## src/rtl/freq_scaler_pkg.sv

```systemverilog
// rtl/freq_scaler_pkg.sv - shared types, default divide table and helpers for freq_scaler
package freq_scaler_pkg;

    typedef enum logic {
        IDLE = 1'b0,
        PEND = 1'b1
    } fs_state_t;

    // Ratios 1,2,4,5,7,10 -> 100,50,25,20,14.286,10 MHz from a 100 MHz clock.
    localparam logic [47:0] FS_DEFAULT_DIV_TABLE = 48'h0A0705040201;

    function automatic int unsigned ceil_half(input int unsigned d);
        return (d + 32'd1) / 32'd2;
    endfunction

endpackage

```

## src/rtl/freq_div_core.sv

```systemverilog
// rtl/freq_div_core.sv - period counter producing clk_en and a registered divided clock
module freq_div_core
    import freq_scaler_pkg::*;
#(
    parameter int DIV_W = 8
) (
    input  logic             clk,
    input  logic             resetn,
    input  logic [DIV_W-1:0] div,
    input  logic             load,
    input  logic [DIV_W-1:0] load_div,
    output logic             wrap,
    output logic             clk_en,
    output logic             clk_out
);

    logic [DIV_W-1:0] cnt;
    logic [DIV_W-1:0] cnt_nxt;
    logic [DIV_W-1:0] eff_div;

    assign wrap    = (cnt == div - 1'b1);
    assign cnt_nxt = wrap ? '0 : cnt + 1'b1;
    // load is only raised on a wrap cycle, so the new ratio starts cleanly at cnt 0
    assign eff_div = load ? load_div : div;

    always_ff @(posedge clk or negedge resetn) begin
        if (!resetn) begin
            cnt     <= '0;
            clk_en  <= 1'b0;
            clk_out <= 1'b0;
        end else begin
            cnt     <= cnt_nxt;
            clk_en  <= wrap;
            clk_out <= (32'(cnt_nxt) < ceil_half(32'(eff_div)));
        end
    end

endmodule

```

## src/rtl/freq_scaler.sv

```systemverilog
// rtl/freq_scaler.sv - glitch-free divide-level controller; switch_count under FREQ_SCALER_STATS_EN
module freq_scaler
    import freq_scaler_pkg::*;
#(
    parameter int                          NUM_LEVELS  = 6,
    parameter int                          DIV_W       = 8,
    parameter logic [NUM_LEVELS*DIV_W-1:0] DIV_TABLE   = FS_DEFAULT_DIV_TABLE,
    parameter int                          RESET_LEVEL = 1,
    parameter int                          LVL_W       = $clog2(NUM_LEVELS)
) (
    input  logic             clk,
    input  logic             resetn,
    input  logic             req_valid,
    input  logic [LVL_W-1:0] req_level,
    output logic             req_ready,
    output logic             ack,
    output logic             err,
    output logic [LVL_W-1:0] cur_level,
    output logic             clk_en,
    output logic             clk_out
`ifdef FREQ_SCALER_STATS_EN
    ,
    output logic [15:0]      switch_count
`endif
);

    localparam logic [LVL_W:0]   NUM_LEVELS_L = (LVL_W+1)'(NUM_LEVELS);
    localparam logic [LVL_W-1:0] RST_LVL      = LVL_W'(RESET_LEVEL);

    function automatic logic [DIV_W-1:0] div_of(input logic [LVL_W-1:0] lvl);
        logic [DIV_W-1:0] d;
        d = DIV_TABLE[int'(lvl)*DIV_W +: DIV_W];
        if ({1'b0, lvl} >= NUM_LEVELS_L) begin
            d = DIV_W'(1);
        end
        return (d == '0) ? DIV_W'(1) : d;
    endfunction

    fs_state_t        state;
    logic [LVL_W-1:0] pend_level;
    logic [DIV_W-1:0] div_r;
    logic             wrap;
    logic             req_in_range;
    logic             req_change;
    logic             load;
    logic [LVL_W-1:0] load_level;
    logic [DIV_W-1:0] load_div;

    assign req_ready    = (state == IDLE);
    assign req_in_range = ({1'b0, req_level} < NUM_LEVELS_L);
    assign req_change   = req_valid && req_in_range && (req_level != cur_level);
    // A change request landing on the wrap cycle switches at once instead of waiting a full period.
    assign load         = wrap && ((state == PEND) || ((state == IDLE) && req_change));
    assign load_level   = (state == PEND) ? pend_level : req_level;
    assign load_div     = div_of(load_level);

    freq_div_core #(
        .DIV_W (DIV_W)
    ) u_div (
        .clk      (clk),
        .resetn   (resetn),
        .div      (div_r),
        .load     (load),
        .load_div (load_div),
        .wrap     (wrap),
        .clk_en   (clk_en),
        .clk_out  (clk_out)
    );

    always_ff @(posedge clk or negedge resetn) begin
        if (!resetn) begin
            state      <= IDLE;
            pend_level <= RST_LVL;
            cur_level  <= RST_LVL;
            div_r      <= div_of(RST_LVL);
            ack        <= 1'b0;
            err        <= 1'b0;
        end else begin
            ack <= 1'b0;
            err <= 1'b0;
            case (state)
                IDLE: begin
                    if (req_valid) begin
                        if (!req_in_range) begin
                            err <= 1'b1;
                        end else if (req_level == cur_level) begin
                            ack <= 1'b1;
                        end else if (wrap) begin
                            cur_level <= req_level;
                            div_r     <= load_div;
                            ack       <= 1'b1;
                        end else begin
                            pend_level <= req_level;
                            state      <= PEND;
                        end
                    end
                end
                PEND: begin
                    if (wrap) begin
                        cur_level <= pend_level;
                        div_r     <= load_div;
                        ack       <= 1'b1;
                        state     <= IDLE;
                    end
                end
                default: state <= IDLE;
            endcase
        end
    end

`ifdef FREQ_SCALER_STATS_EN
    always_ff @(posedge clk or negedge resetn) begin
        if (!resetn) begin
            switch_count <= '0;
        end else if (load && (switch_count != 16'hFFFF)) begin
            switch_count <= switch_count + 16'd1;
        end
    end
`endif

endmodule

```

## config.mk

```make
export PLATFORM = sky130hd
export DESIGN_NAME = freq_scaler
export DESIGN_NICKNAME = d
export VERILOG_FILES = /design/src/rtl/freq_scaler_pkg.sv /design/src/rtl/freq_div_core.sv /design/src/rtl/freq_scaler.sv
export SDC_FILE = /design/constraint.sdc
export NUM_CORES = 1
export LEC_CHECK = 0
export CORE_ASPECT_RATIO = 0.9
export CORE_MARGIN = 10
export CORE_UTILIZATION = 50
export DETAILED_ROUTE_END_ITERATION = 6
export GPL_TIMING_DRIVEN = 0
export PLACE_DENSITY = 0.79
export SLEW_MARGIN = 25
export SYNTH_ARGS = -nofsm -noshare
export SYNTH_HDL_FRONTEND = slang
export SYNTH_HIERARCHICAL = 1
export SYNTH_SLANG_ARGS = --single-unit
```

## constraint.sdc

```tcl
create_clock -name clk -period 5.8 [get_ports clk]
set_clock_uncertainty 0.1 [all_clocks]
set_input_delay 0.87 -clock clk [delete_from_list [all_inputs] [get_ports clk]]
set_output_delay 0.87 -clock clk [all_outputs]
set_load 0.005 [all_outputs]
```

==> results of run 1 <==
==> kinds of logic after synthesis <==
family	count (synthesis)	share of synthesized area [%]
xor gates and xnor gates	21	10.1
adders and majority gates	13	8.92
DFF	23	31.8
other	1	0.206
and+or+nand+nor	61	18.5
buffers and inverters	16	3.91
muxes	20	11.9
AOI/OAI and AO/OA	35	14.7
==> state kept, by name (all words and copies together) (netlist names), 3 cells and up <==
signal,count
u_div/cnt,8
div_r,4
cur_level,3
pend_level,3
==> per-layer routing <==
metal	GRT usage, %	wire, um	vias to the layer above
li1	-	-	738
met1	14.1	1710	663
met2	20.8	1760	16
met3	2.96	134	2
met4	2.34	18	0
met5	0	0	-
==> final timing paths <==
path / to / cells after the start / from
min in group asynchronous: cur_level[1]$_DFFE_PN0P_ / 1 / resetn
hold / removal: div_r[2]$_DFFE_PN0P_ / 1 / div_r[2]$_DFFE_PN0P_
setup / recovery: u_div/clk_out$_DFF_PN0_ / 21 / div_r[1]$_DFFE_PN1P_
max in group asynchronous: div_r[1]$_DFFE_PN1P_ / 1 / resetn
setup reg to reg: u_div/clk_out$_DFF_PN0_ / 21 / div_r[1]$_DFFE_PN1P_
hold reg to reg: div_r[2]$_DFFE_PN0P_ / 1 / div_r[2]$_DFFE_PN0P_
==> synthesized netlist by cell type, drive strengths merged <==
cell	instances
a211o	2
a211oi	1
a21boi	1
a21o	2
a21oi	6
a221o	1
a221oi	1
a22o	1
a31o	1
a31oi	2
and2	2
and3	1
and4	2
buf	3
clkbuf	2
conb	1
dfrtp	20
dfstp	3
ha	13
inv	11
mux2	11
mux2i	9
nand2	16
nand3	11
nand3b	4
nand4	2
nor2	15
nor2b	1
nor3	2
nor3b	1
nor4b	1
o211ai	3
o21a	3
o21ai	7
o22a	1
o22ai	1
o311a	1
o31a	1
or2	1
or3	1
or4	1
xnor2	11
xor2	10
==> area by class of cell <==
cell class | instances | share of cell area (%)
clock buffers | 3 | 1.92
clock inverters | 1 | 0.233
inverters | 11 | 1.92
multi-input cells | 177 | 59.2
flip-flops and latches | 23 | 27.0
well taps | 44 | 2.56
plain buffers | 5 | 1.40
repair buffers | 13 | 5.82
==> where the power goes <==
group	switching, mW	leakage [nW]	total (mW)	internal (mW)
sequential	0.0638	0.279	0.284	0.220
combinational	0.216	0.630	0.423	0.207
clock	0.0510	0.0255	0.0988	0.0479
==> worst max-delay path, cell delays in order (launching register included) <==
cell and delay, ns:
dfstp_2 0.58, inv_1 0.05, ha_1 0.28, xor2_1 0.16, o211ai_1 0.10, a211o_1 0.32
a211oi_4 0.55, o21a_1 0.25, o21ai_4 0.11, inv_1 0.11, clkbuf_1 0.32, buf_1 0.49
nand2_1 0.08, o21ai_0 0.11, ha_1 0.22, nand2_1 0.10, xnor2_1 0.14, ha_1 0.29
a211o_1 0.29, a221oi_1 0.30, o21a_1 0.19, o31a_1 0.13
==> per-stage QoR <==
step / worst slack [ns] / hold slack, ns
floorplan: 1.16 / 0.381
global placement: 0.545 / 0.388
detailed placement: 0.514 / 0.420
CTS: 0.498 / 0.440
global route: 0.0111 / 0.459
finish: 0.480 / 0.430
==> flow_summary.toml, run 1 <==
[detailed_routing]
routed_wl_um = 3610
wire_per_inst_um = 13.0
via_per_inst = 5.12
first_pass_iters = 4
antenna_left = 0
drc = 0
vias = 1419
drt_iter0_drc = 67

[finish]
fillers = 314
regArea_um2 = 579
n_antenna_cell = 0
multi_input_area_mm2 = 0.00127
drive_gt1_share_pct = 13.7
fin_area_mm2 = 0.00215
fin_nets = 253
syn_to_final_growth_pct = 17.8
layout_commonest_cell = "conb_1"
fin_cells = 277
final_cell_mix = "27 x conb_1, 20 x dfrtp_1, 16 x nand2_1"
post-route-util_pct = 62.2

[clock_network]
cts.sinks = 23
clock_latency_ns = 0.26
clock_tree.root_cell = "clkbuf_8"
ctsHoldBuffers = 0
clk_pin_slew_ns = 0.09
postCtsSetupBuffers = 0
cts_resized = 0
cts_tree = "yes"
cts_buffer_depth = 2
cts_buffers = 3
cts_max_level = 1

[synthesis]
synthTopCellsByArea = "dfrtp_1 27%, ha_1 8.9%, mux2_2 6.2%"
synth.cell_area_mm2 = 0.00182
synth.distinct_cells = 52
synth.yosys.seq_area_share_pct = 31.8
ys_warn_count = 6
yosysTopAreaCellShare_pct = 27.4
ys_ff_latch = 23
synth_area_per_cell_um2 = 9.60
syn_inst = 190
yosysTopAreaCell = "dfrtp_1"

[placed_design]
dpl_cell_area_mm2 = 0.00211
dpl.hpwl_um = 2910
place_inst = 273
place_congestion = 0.800
io_buffers = 13

[grt]
grt_pass1_vias = 1442
grt_pass1_wl_um = 6580
grt_max_degree = 24
overflow = 0
grtUsageTotal_pct = 11.8
grt_antenna_before_repair = 0

[timing]
rsz0062_at_grt = "no"
slew_headroom_pct = 60.3
setup_viol = 0
finalHoldViolCount = 0
period_minus_slack_ns = 5.32
timing.final.crit_share_pct = 91.7
max_freq_ghz = 0.188
slew_viol_final = 0
setup_tns_ns = 0
max_slew.worst_pin.slew_ns = 0.593

[worst_setup_path]
critPathMaxFanout = 14
crit_path_end_kind = "flip-flop"
critPathRequiredTime_ns = 5.90
critPathKind = "flip-flop to flip-flop"
cp.arrival_ns = 5.42
cp-start-kind = "flip-flop"
r2r_setup_slack_ns = 0.48

[power_and_ir_drop]
leakage_nw = 0.935
vdd_ir_drop_max_mv = 0.230
powerDensity_mw_per_mm2 = 375
finalPower_mw = 0.806

[floorplan]
fp-row-count = 20
chipHeight_um = 77.3
coreArea_mm2 = 0.00345
start_util_pct = 52.8
die_area_mm2 = 0.00647
ios = 14
die_w_um = 83.7

[flow_run]
drv_cap = 0

[run_status]
status = "completed"

[hold_path]
min_path_type = "flip-flop to flip-flop"
Note: power is estimated with default switching activity, not from simulation.
==> inputs of run 2 (changes only) <==
--- a/config.mk
+++ b/config.mk
@@ -11,7 +11,6 @@
 export DETAILED_ROUTE_END_ITERATION = 6
 export GPL_TIMING_DRIVEN = 0
 export PLACE_DENSITY = 0.79
-export SLEW_MARGIN = 25
 export SYNTH_ARGS = -nofsm -noshare
 export SYNTH_HDL_FRONTEND = slang
 export SYNTH_HIERARCHICAL = 1
==> run 2 against run 1 <==
Against the previous run: via count unchanged; routed wire length unchanged; combinational power about the same; cell count is the same; largest cell class unchanged.
==> flow_summary.toml, run 2 (synthesized netlist as in run 1, its figures left out) <==
[grt]
grt_max_degree = 24
grt_antenna_before_repair = 0
grt_pass1_vias = 1442
overflow = 0
grt_pass1_wl_um = 6580
grtUsageTotal_pct = 11.8

[clock_network]
clk_pin_slew_ns = 0.09
cts_buffer_depth = 2
cts_max_level = 1
cts_tree = "yes"
ctsHoldBuffers = 0
cts_buffers = 3
cts.sinks = 23
cts_resized = 0
postCtsSetupBuffers = 0
clock_tree.root_cell = "clkbuf_8"
clock_latency_ns = 0.26

[worst_setup_path]
critPathMaxFanout = 14
crit_path_end_kind = "flip-flop"
cp-start-kind = "flip-flop"
r2r_cells = 21
r2r_setup_slack_ns = 0.48
critPathRequiredTime_ns = 5.90
rr_endpoint = "u_div/clk_out$_DFF_PN0_"
critPathKind = "flip-flop to flip-flop"
cp.arrival_ns = 5.42
r2r_start = "div_r[1]$_DFFE_PN1P_"

[timing]
setup_tns_ns = 0
timing.final.crit_share_pct = 91.7
max_freq_ghz = 0.188
rsz0062_at_grt = "no"
slew_headroom_pct = 32.9
period_minus_slack_ns = 5.32
finalHoldViolCount = 0
slew_viol_final = 0
setup_viol = 0
max_slew.worst_pin.slew_ns = 1.00

[power_and_ir_drop]
leakage_nw = 0.935
pwr-share-comb_pct = 52.5
vdd_ir_drop_max_mv = 0.230
powerDensity_mw_per_mm2 = 374
seq_power_share_pct = 35.3
p_sw_mw = 0.331
clock_power_share_pct = 12.3
p_sw_share_pct = 41.0
power.internal_mw = 0.475

[floorplan]
die_area_mm2 = 0.00647
die_w_um = 83.7
chipHeight_um = 77.3
start_util_pct = 52.8
coreArea_mm2 = 0.00345
ios = 14
fp-row-count = 20

[finish]
n_antenna_cell = 0
final_cell_mix = "27 x conb_1, 20 x dfrtp_1, 16 x nand2_1"
fillers = 314
post-route-util_pct = 62.4
regArea_um2 = 579
syn_to_final_growth_pct = 18.0
fin_nets = 253
drive_gt1_share_pct = 13.3
fin_area_mm2 = 0.00215
largest_reg_flops = 8
top_regs = "u_div/cnt (8), div_r (4)"
regMostFlops = "u_div/cnt"
multi_input_area_mm2 = 0.00127
fin_cells = 277
layout_commonest_cell = "conb_1"

[flow_run]
drv_cap = 0

[hold_path]
holdPathStages = 1
hold_end = "div_r[2]$_DFFE_PN0P_"
min_path_type = "flip-flop to flip-flop"
worstHoldStart = "div_r[2]$_DFFE_PN0P_"

[detailed_routing]
antenna_left = 0
routed_wl_um = 3610
drt_iter0_drc = 67
wire_per_inst_um = 13.0
drc = 0
vias = 1419
via_per_inst = 5.12
first_pass_iters = 4

[placed_design]
dpl_cell_area_mm2 = 0.00211
place_inst = 273
dpl.hpwl_um = 2910
io_buffers = 13
place_congestion = 0.800

[run_status]
status = "completed"
run 2: changes by cell type in the layout (fill, tap and decap cells not counted):
| cell | delta |
|---|---|
| buf_2 | -1 |
| clkdlybuf4s50_1 | +1 |
run 2: power groups by stage:
stage / logic [mW] / clock network (mW) / registers, mW
after floorplan: 0.320 / 0 / 0.273
after global placement: 0.403 / 0 / 0.283
after detailed placement: 0.418 / 0 / 0.287
after CTS: 0.425 / 0.103 / 0.284
after global routing: 0.485 / 0.111 / 0.294
final: 0.423 / 0.0988 / 0.284
run 2: through the flow:
| stage | hold WS (ns) | power (mW) | setup slack, ns |
|---|---|---|---|
| after floorplan | 0.381 | 0.593 | 1.16 |
| final | 0.430 | 0.806 | 0.480 |
| after detailed placement | 0.420 | 0.704 | 0.514 |
| after CTS | 0.440 | 0.812 | 0.498 |
| after global placement | 0.388 | 0.686 | 0.545 |
| after global routing | 0.459 | 0.890 | 0.0111 |
run 2: layer usage:
metal  vias to the layer above  GRT usage [%]  wire length [um]
met5                         -              0                 0
met4                         0           2.34                18
met3                         2           2.96               134
met2                        16           20.8              1760
met1                       663           14.1              1700
li1                        738              -                 -
run 2: worst max path at each step:
stage,end,startpoint,depth (start not counted),slack (ns)
2_1_floorplan,u_div/clk_out$_DFF_PN0_,div_r[1]$_DFFE_PN1P_,21,1.16
3_3_place_gp,u_div/clk_out$_DFF_PN0_,div_r[1]$_DFFE_PN1P_,21,0.55
3_5_place_dp,u_div/clk_out$_DFF_PN0_,div_r[1]$_DFFE_PN1P_,21,0.51
4_1_cts,u_div/clk_out$_DFF_PN0_,div_r[1]$_DFFE_PN1P_,21,0.50
5_1_grt,u_div/clk_out$_DFF_PN0_,div_r[0]$_DFFE_PN0P_,21,0.01
6_report,u_div/clk_out$_DFF_PN0_,div_r[1]$_DFFE_PN1P_,21,0.48
run 2: cell type report:
type,instances,area share (%)
Multi-Input combinational cell,177,59.0
Sequential cell,23,26.9
Timing Repair Buffer,13,6.04
Tap cell,44,2.56
Clock buffer,3,1.92
Inverter,11,1.92
Buffer,5,1.39
Clock inverter,1,0.232
run 2: worst max-delay path: stages (launching register included):
cell      delay (ns)
dfstp_2         0.58
inv_1           0.05
ha_1            0.28
xor2_1          0.16
o211ai_1        0.10
a211o_1         0.32
a211oi_4        0.55
o21a_1          0.25
o21ai_4         0.11
inv_1           0.11
clkbuf_1        0.32
buf_1           0.49
nand2_1         0.08
o21ai_0         0.11
ha_1            0.22
nand2_1         0.10
xnor2_1         0.14
ha_1            0.29
a211o_1         0.29
a221oi_1        0.30
o21a_1          0.19
o31a_1          0.13
==> inputs of run 3 (changes only) <==
--- a/config.mk
+++ b/config.mk
@@ -7,10 +7,10 @@
 export LEC_CHECK = 0
 export CORE_ASPECT_RATIO = 0.9
 export CORE_MARGIN = 10
-export CORE_UTILIZATION = 50
+export CORE_UTILIZATION = 35
 export DETAILED_ROUTE_END_ITERATION = 6
 export GPL_TIMING_DRIVEN = 0
-export PLACE_DENSITY = 0.79
+export PLACE_DENSITY = 0.61
 export SYNTH_ARGS = -nofsm -noshare
 export SYNTH_HDL_FRONTEND = slang
 export SYNTH_HIERARCHICAL = 1
==> run 3 against run 2 <==
Against the previous run: first-iteration DRC count shrank 61%; sequential power is essentially flat; maximum frequency is essentially flat; critical path type unchanged.
==> flow_summary.toml, run 3 (synthesized netlist as in run 1, its figures left out) <==
[run_status]
status = "completed"

[timing]
slew_viol_final = 0
rsz0062_at_grt = "no"
setup_tns_ns = 0
period_minus_slack_ns = 5.32
setup_viol = 0
max_freq_ghz = 0.188
timing.final.crit_share_pct = 91.8
slew_headroom_pct = 31.4
max_slew.worst_pin.slew_ns = 1.03
finalHoldViolCount = 0

[clock_network]
clock_latency_ns = 0.27
clk_pin_slew_ns = 0.09
cts_buffers = 3
clock_tree.root_cell = "clkbuf_8"
ctsHoldBuffers = 0
cts_tree = "yes"
cts.sinks = 23
cts_resized = 0
cts_max_level = 1
postCtsSetupBuffers = 0
cts_buffer_depth = 2

[worst_setup_path]
critPathKind = "flip-flop to flip-flop"
critPathRequiredTime_ns = 5.90
cpMaxStageDelayCell = "dfstp_2"
crit_path_end_kind = "flip-flop"
critPathMaxFanout = 14
r2r_setup_slack_ns = 0.48
r2r_start = "div_r[1]$_DFFE_PN1P_"
rr_endpoint = "u_div/clk_out$_DFF_PN0_"
r2r_cells = 21
crit_chain = "inv_1 > ha_1 > xor2_1 > o211ai_1 > a211o_1 > a211oi_4 > o21a_1 > o21ai_4 > inv_1 > clkbuf_1 > buf_1 > nand2_1 > o21ai_0 > ha_1 > nand2_1 > xnor2_1 > ha_1 > a211o_1 > a221oi_1 > o21a_1 > o31a_1"
slowest_delay_ns = 0.58
cp_common_cell = "ha_1"
cp-start-kind = "flip-flop"
cp.arrival_ns = 5.42

[floorplan]
ios = 14
die_w_um = 96.1
chipHeight_um = 88.5
fp-row-count = 24
die_area_mm2 = 0.00850
start_util_pct = 36.8
coreArea_mm2 = 0.00495

[finish]
regArea_um2 = 579
final_cell_mix = "27 x conb_1, 20 x dfrtp_1, 16 x nand2_1"
regMostFlops = "u_div/cnt"
fin_nets = 253
n_antenna_cell = 0
largest_reg_flops = 8
layout_commonest_cell = "conb_1"
top_regs = "u_div/cnt (8), div_r (4)"
fillers = 489
drive_gt1_share_pct = 13.3
syn_to_final_growth_pct = 19.5
multi_input_area_mm2 = 0.00127

[detailed_routing]
via_per_inst = 4.63
drt_iter0_drc = 26
first_pass_iters = 4
drc = 0
routed_wl_um = 3510
antenna_left = 0
wire_per_inst_um = 11.8
vias = 1379

[hold_path]
holdPathStages = 1
hold_end = "div_r[2]$_DFFE_PN0P_"
min_path_type = "flip-flop to flip-flop"
worstHoldStart = "div_r[2]$_DFFE_PN0P_"

[grt]
grt_pass1_wl_um = 6180
grt_antenna_before_repair = 0
grt_pass1_vias = 1350
grt_max_degree = 24
overflow = 0
grtUsageTotal_pct = 8.89

[placed_design]
io_buffers = 13
dpl.hpwl_um = 2770
place_congestion = 0.769

[flow_run]
drv_cap = 0

[power_and_ir_drop]
powerDensity_mw_per_mm2 = 367
leakage_nw = 0.935
vdd_ir_drop_max_mv = 0.169
finalPower_mw = 0.800
==> run 3: cell counts in the layout (fill, tap and decap cells not counted) <==
No cell type changed its count.
==> run 3: power by group <==
group	switching [mW]	internal (mW)	leakage, nW	total (mW)
Combinational	0.209	0.206	0.630	0.415
Clock	0.0536	0.0480	0.0255	0.102
Sequential	0.0631	0.220	0.279	0.283
Total	0.326	0.474	0.935	0.800
==> run 3: metal layers <==
layer | GRT usage [%] | share of wire [%]
met1 | 11.8 | 52
met2 | 14.1 | 44
met3 | 2.20 | 3.4
met4 | 2.14 | 0.43
met5 | 0 | 0
==> run 3: worst max path at each step <==
stage                                    endpoint                  from  cells after the start
after floorplan           u_div/clk_out$_DFF_PN0_  div_r[1]$_DFFE_PN1P_                     21
after global placement    u_div/clk_out$_DFF_PN0_  div_r[1]$_DFFE_PN1P_                     21
after detailed placement  u_div/clk_out$_DFF_PN0_  div_r[1]$_DFFE_PN1P_                     21
after CTS                 u_div/clk_out$_DFF_PN0_  div_r[1]$_DFFE_PN1P_                     21
after global routing      u_div/clk_out$_DFF_PN0_  div_r[1]$_DFFE_PN1P_                     21
final                     u_div/clk_out$_DFF_PN0_  div_r[1]$_DFFE_PN1P_                     21
==> run 3: worst max-delay path, delay by kind of cell (launching register included) <==
kind	cells	cell delay, ns
flip-flops	1	0.58
AND/OR/NAND/NOR	2	0.18
buffers and inverters	4	0.96
adder cells (fa/ha/maj)	3	0.77
XOR/XNOR	2	0.29
AO/OA/AOI/OAI	10	2.36
==> run 3: per-stage QoR <==
step	hold WS, ns	area, um2	util [%]	setup WS [ns]	instances
2_1_floorplan	0.381	1920	-	1.16	216
3_3_place_gp	0.389	2130	43.1	0.515	294
3_5_place_dp	0.394	2130	43.1	0.511	294
4_1_cts	0.415	2180	44.0	0.471	298
5_1_grt	0.439	2180	44.0	0.0567	298
6_report	0.411	2180	44.0	0.478	298
==> run 3: final cells by class <==
class,instances,share of cell area [%]
multi-input combinational,177,58.3
sequential,23,26.6
timing repair buffer,13,5.97
tap,65,3.73
clock buffer,3,1.89
inverter,11,1.89
buffer,5,1.38
clock inverter,1,0.230
